File: src/rtl/cpu_sequencer.sv
// cpu_sequencer: multi-cycle control for the 16-bit-instruction, 8-bit-datapath CPU.
// Fetches each instruction as two byte reads, then steps it through execute, memory and writeback.
module cpu_sequencer #(
    parameter logic [7:0] RESET_PC    = 8'h00,
    parameter logic [3:0] HALT_OPCODE = 4'hF
) (
    input  logic        clk,
    input  logic        rst,
    output logic        mem_req,
    output logic        mem_we,
    output logic [7:0]  mem_addr,
    output logic [7:0]  mem_wdata,
    input  logic [7:0]  mem_rdata,
    input  logic        mem_ready,
    output logic [15:0] instr,
    input  logic        reg_write,
    input  logic        mem_read,
    input  logic        mem_write,
    input  logic        mem_to_reg,
    input  logic        branch,
    input  logic [7:0]  alu_result,
    input  logic        alu_zero,
    input  logic [7:0]  rs2_data,
    output logic        rf_we,
    output logic [7:0]  wb_data,
    output logic [7:0]  pc,
    output logic        instr_done,
    output logic        halted
);

    typedef enum logic [2:0] {
        S_IDLE,
        S_FETCH_HI,
        S_FETCH_LO,
        S_DECODE,
        S_EXECUTE,
        S_MEM,
        S_WRITEBACK,
        S_HALT
    } state_t;

    state_t      state_q, state_d;
    logic [7:0]  pc_q, pc_d;
    logic [15:0] instr_q, instr_d;
    logic [7:0]  alu_q, alu_d;
    logic [7:0]  mdr_q, mdr_d;
    logic [7:0]  sdr_q, sdr_d;
    logic        mr_q, mr_d;
    logic        mw_q, mw_d;
    logic        m2r_q, m2r_d;
    logic        br_q, br_d;
    logic        rf_we_c;
    logic        done_c;
    logic        no_flags;

    assign no_flags = ~(reg_write | mem_read | mem_write | mem_to_reg | branch);

    // State and datapath registers; reset wins over any pending transaction.
    always_ff @(posedge clk) begin
        if (rst) begin
            state_q <= S_IDLE;
            pc_q    <= RESET_PC;
            instr_q <= 16'h0000;
            alu_q   <= 8'h00;
            mdr_q   <= 8'h00;
            sdr_q   <= 8'h00;
            mr_q    <= 1'b0;
            mw_q    <= 1'b0;
            m2r_q   <= 1'b0;
            br_q    <= 1'b0;
        end else begin
            state_q <= state_d;
            pc_q    <= pc_d;
            instr_q <= instr_d;
            alu_q   <= alu_d;
            mdr_q   <= mdr_d;
            sdr_q   <= sdr_d;
            mr_q    <= mr_d;
            mw_q    <= mw_d;
            m2r_q   <= m2r_d;
            br_q    <= br_d;
        end
    end

    // Next-state, register updates and memory-port drive per state.
    always_comb begin
        state_d   = state_q;
        pc_d      = pc_q;
        instr_d   = instr_q;
        alu_d     = alu_q;
        mdr_d     = mdr_q;
        sdr_d     = sdr_q;
        mr_d      = mr_q;
        mw_d      = mw_q;
        m2r_d     = m2r_q;
        br_d      = br_q;
        mem_req   = 1'b0;
        mem_we    = 1'b0;
        mem_addr  = 8'h00;
        mem_wdata = 8'h00;
        rf_we_c   = 1'b0;
        done_c    = 1'b0;
        unique case (state_q)
            S_IDLE: state_d = S_FETCH_HI;
            S_FETCH_HI: begin
                mem_req  = 1'b1;
                mem_addr = pc_q;
                if (mem_ready) begin
                    instr_d[15:8] = mem_rdata;
                    state_d       = S_FETCH_LO;
                end
            end
            S_FETCH_LO: begin
                mem_req  = 1'b1;
                mem_addr = pc_q + 8'd1;
                if (mem_ready) begin
                    instr_d[7:0] = mem_rdata;
                    pc_d         = pc_q + 8'd2;
                    state_d      = S_DECODE;
                end
            end
            S_DECODE: begin
                mr_d  = mem_read;
                mw_d  = mem_write;
                m2r_d = mem_to_reg;
                br_d  = branch;
                if (instr_q[15:12] == HALT_OPCODE) begin
                    state_d = S_HALT;
                end else if ((mem_read & mem_write) | no_flags) begin
                    done_c  = 1'b1;
                    state_d = S_FETCH_HI;
                end else begin
                    state_d = S_EXECUTE;
                end
            end
            S_EXECUTE: begin
                alu_d = alu_result;
                sdr_d = rs2_data;
                if (mr_q | mw_q) begin
                    state_d = S_MEM;
                end else if (br_q) begin
                    done_c  = 1'b1;
                    state_d = S_FETCH_HI;
                    if (alu_zero) pc_d = pc_q + instr_q[7:0];
                end else begin
                    state_d = S_WRITEBACK;
                end
            end
            S_MEM: begin
                mem_req   = 1'b1;
                mem_addr  = alu_q;
                mem_we    = ~mr_q;
                mem_wdata = mr_q ? 8'h00 : sdr_q;
                if (mem_ready) begin
                    if (mr_q) begin
                        mdr_d   = mem_rdata;
                        state_d = S_WRITEBACK;
                    end else begin
                        done_c  = 1'b1;
                        state_d = S_FETCH_HI;
                    end
                end
            end
            S_WRITEBACK: begin
                rf_we_c = 1'b1;
                done_c  = 1'b1;
                state_d = S_FETCH_HI;
            end
            S_HALT: state_d = S_HALT;
            default: state_d = S_IDLE;
        endcase
    end

    // Pulses are suppressed in a cycle that is being reset away.
    assign rf_we      = rf_we_c & ~rst;
    assign instr_done = done_c & ~rst;
    assign halted     = (state_q == S_HALT);
    assign wb_data    = m2r_q ? mdr_q : alu_q;
    assign pc         = pc_q;
    assign instr      = instr_q;

endmodule
File: config.mk
export PLATFORM = sky130hd
export DESIGN_NAME = cpu_sequencer
export DESIGN_NICKNAME = d
export VERILOG_FILES = /design/src/rtl/cpu_sequencer.sv
export SDC_FILE = /design/constraint.sdc
export NUM_CORES = 1
export LEC_CHECK = 0
export ABC_AREA = 1
export ABC_CLOCK_PERIOD_IN_PS = 1900
export CELL_PAD_IN_SITES_DETAIL_PLACEMENT = 1
export CELL_PAD_IN_SITES_GLOBAL_PLACEMENT = 2
export CORE_MARGIN = 4
export CORE_UTILIZATION = 23
export CTS_BUF_LIST = sky130_fd_sc_hd__clkbuf_2 sky130_fd_sc_hd__clkbuf_4 sky130_fd_sc_hd__clkbuf_8
export DETAILED_ROUTE_END_ITERATION = 8
export GPL_TIMING_DRIVEN = 0
export PLACE_DENSITY_LB_ADDON = 0.05
export SYNTH_ARGS = -nofsm -noshare
export SYNTH_HDL_FRONTEND = slang
export SYNTH_SLANG_ARGS = --single-unit
File: constraint.sdc
create_clock -name clk -period 1.9 [get_ports clk]
set_clock_uncertainty 0.15 [all_clocks]
set_input_delay 0.57 -clock clk [delete_from_list [all_inputs] [get_ports clk]]
set_output_delay 0.57 -clock clk [all_outputs]
set_load 0.02 [all_outputs]
==> flow_metrics.tcl <==
set metrics [dict create \
    drt-met1-wl_um 6030 \
    die_x_um 122 \
    drive_gt1_frac 0.350 \
    rsz0062_at_grt "true" \
    dieArea_sq_um 15000 \
    layout_common_cells "nor2_1, nand2_1, o21ai_0" \
    cts_hold_buf 0 \
    ys.flop_type "dfxtp_1" \
    grt_first_pass_wirelength_um 20300 \
    maxSlewViolCount 0 \
    wirelength_um 12900 \
    cts_root_buf "clkbuf_8" \
    yosys_warnings 0 \
    ant_nets 0 \
    setup_ws_ns -0.469 \
    die_h_um 122 \
    pwr-share-seq 0.331 \
    avgSynthCellArea_sq_um 6.56 \
    globalplace.congestion 0.759 \
    power.internal_uw 2720 \
    status "finished with violations" \
    grt_usage 0.176 \
    fmax_mhz 422 \
    max_cap_viol_count 0 \
    wl_met2_um 6360 \
    final_nets 645 \
    r2r_start "state_q[0]" \
    synth-edff-count 0 \
    vias 3554 \
    hold_end "mdr_q[7]" \
    violations "negative setup slack" \
    startpoint_type "flop" \
    synth_top_area_cell "dfxtp_1" \
    numPortBuffers 85 \
    worstHoldStart "mdr_q[7]" \
    clock_path_buffers 2 \
    io_pins 86 \
    ys_ff_latch 55 \
    path_clk_slew_ns 0.11 \
    crit_arrival_ns 1.65 \
    antenna_cells 0 \
    numClockSinks 55 \
    worstRegToRegCells 12 \
    cts_tree "built" \
    met3WireLength_um 415 \
    yosysSeqAreaShare 0.366 \
    cts_buffers 5 \
    top_layer "met4" \
    hold_viol_final 0 \
    synth_area_sq_um 3010 \
    r2r_end "pc[6]" \
    detailed_place_hpwl_um 9380 \
    vias_per_cell 4.59 \
    timing.final.crit_share 1.25 \
    tightest_slew_ns 0.495 \
    hold_depth 2 \
    r2r_setup_slack_ns -0.02 \
    core_region_area_sq_um 12700 \
    p_leak_uw 0.00234 \
    synth_nets 502 \
    relSlewSlack 0.670 \
    h-tree-depth 2 \
    cp_max_fo 7 \
    drc 0 \
    synth_top_area_frac 0.366 \
    post-route-min-period_ns 2.37 \
    critical_path_class "reg2out" \
    clk_latency_ns 0.34 \
    min_path_type "reg2reg" \
    initial_core_util 0.237 \
    p_sw_uw 1940 \
    powerDensity_nw_per_um2 892 \
    end_kind "output pin" \
    post_drt_wl_per_cell_um 16.7 \
    synth.distinct_cells 36 \
    clkPwrFrac 0.187 \
    grt_overflow_total 0 \
    drtPass1Iterations 4 \
    power_frac_comb 0.482 \
    required_ns 1.18 \
    p_sw_frac 0.417 \
    layout_commonest_cell "nor2_1" \
    grt_start_max_net_pins 20 \
    grt_pass1_vias 3784 \
    synth-async-reset-ratio 0 \
    num_rows 41 \
    peakVddDrop_uv 378 \
    first_iter_violations 168 \
    pre_cts_slack_ns -1.25 \
    setup_violations 31 \
    p_total_uw 4660 \
    syn_inst 459 \
    area_growth_pct 73.5 \
    antenna_found_initial 0 \
    netlist_top_cells_area "dfxtp_1, nor2_1, nand2_1" \
]
-- power groups by stage --
stage | logic (uW) | clock network, uW | registers [uW]
after floorplan | 854 | 0 | 1620
after global placement | 1610 | 0 | 1560
after detailed placement | 1630 | 0 | 1570
after CTS | 2040 | 911 | 1530
after global routing | 2450 | 951 | 1570
final | 2240 | 873 | 1540
-- sequential cells by signal (all words and copies together), names as in the netlist --
| name | count |
|---|---|
| alu_q | 8 |
| br_q | 1 |
| state_q | 3 |
| pc | 8 |
| mw_q | 1 |
| m2r_q | 1 |
| mr_q | 1 |
| instr | 16 |
| sdr_q | 8 |
| mdr_q | 8 |
-- layout make-up --
cell class | count | area [sq um]
Buffer | 13 | 95.1
Clock buffer | 5 | 68.8
Clock inverter | 3 | 50.0
Fill cell | 1586 | 7500
Inverter | 48 | 196
Multi-Input combinational cell | 343 | 2170
Sequential cell | 55 | 1150
Tap cell | 172 | 215
Timing Repair Buffer | 136 | 1280
-- cell families (layout without fill, tap and decap cells) --
kind of cell	count (synthesis)	in the layout	synth area share
compound gates	103	103	0.185
xor+xnor	3	3	0.00873
fa+ha+maj	10	10	0.0441
buf+inv	61	205	0.0815
flops	55	55	0.366
simple gates	227	227	0.315
-- timing repair --
item | in CTS | in global routing
setup buffers | 31 | 18
cloned | 2 | 0
endpoints found under the setup margin | 105 | 45
pin swaps | 21 | 20
gates resized for setup | 333 | 60
-- per-stage QoR --
stage	hold slack (ns)	setup TNS (ns)	instance area (sq um)	std cells	util
3_5_place_dp	0.341	-39.39	4140	716	0.325
2_1_floorplan	0.289	-0.172	3070	459	-
4_1_cts	0.362	-6.81	4920	757	0.387
3_3_place_gp	0.327	-38.24	4140	716	0.325
6_report	0.374	-7.87	5220	775	0.410
5_1_grt	0.403	-10.29	5220	775	0.410
-- worst max-delay path by stage --
stage	start	endpoint	slack [ns]	cells past startpoint
final	state_q[0]	mem_addr[3]	-0.47	6
after global routing	state_q[0]	mem_addr[3]	-0.54	9
after CTS	branch	instr_done	-0.49	6
after global placement	branch	instr_done	-1.22	6
after floorplan	branch	instr_done	-0.17	4
after detailed placement	branch	instr_done	-1.25	6
-- worst max-delay path, cell delays in order (launching register included) --
cell and delay [ns]:
dfxtp_4 0.40, inv_2 0.05, nor2_4 0.14, nand2_4 0.14, buf_8 0.17, o211ai_1 0.23
buf_4 0.19
-- synth_stat cells, types with 3 or more instances --
| cell type | count |
|---|---|
| nand4_1 | 3 |
| inv_1 | 40 |
| o21ai_0 | 65 |
| nor2_1 | 98 |
| ha_1 | 9 |
| o221ai_1 | 5 |
| a21oi_1 | 25 |
| nand2_1 | 90 |
| clkbuf_1 | 8 |
| inv_2 | 5 |
| nand3_1 | 22 |
| nand3b_1 | 3 |
| dfxtp_1 | 55 |
-- per-layer routing --
metal | track usage | vias up
li1 | - | 1784
met3 | 0.0313 | 9
met5 | 0 | -
met4 | 0.0420 | 0
met1 | 0.231 | 1713
met2 | 0.299 | 48
Note: power is estimated with default switching activity, not from simulation.
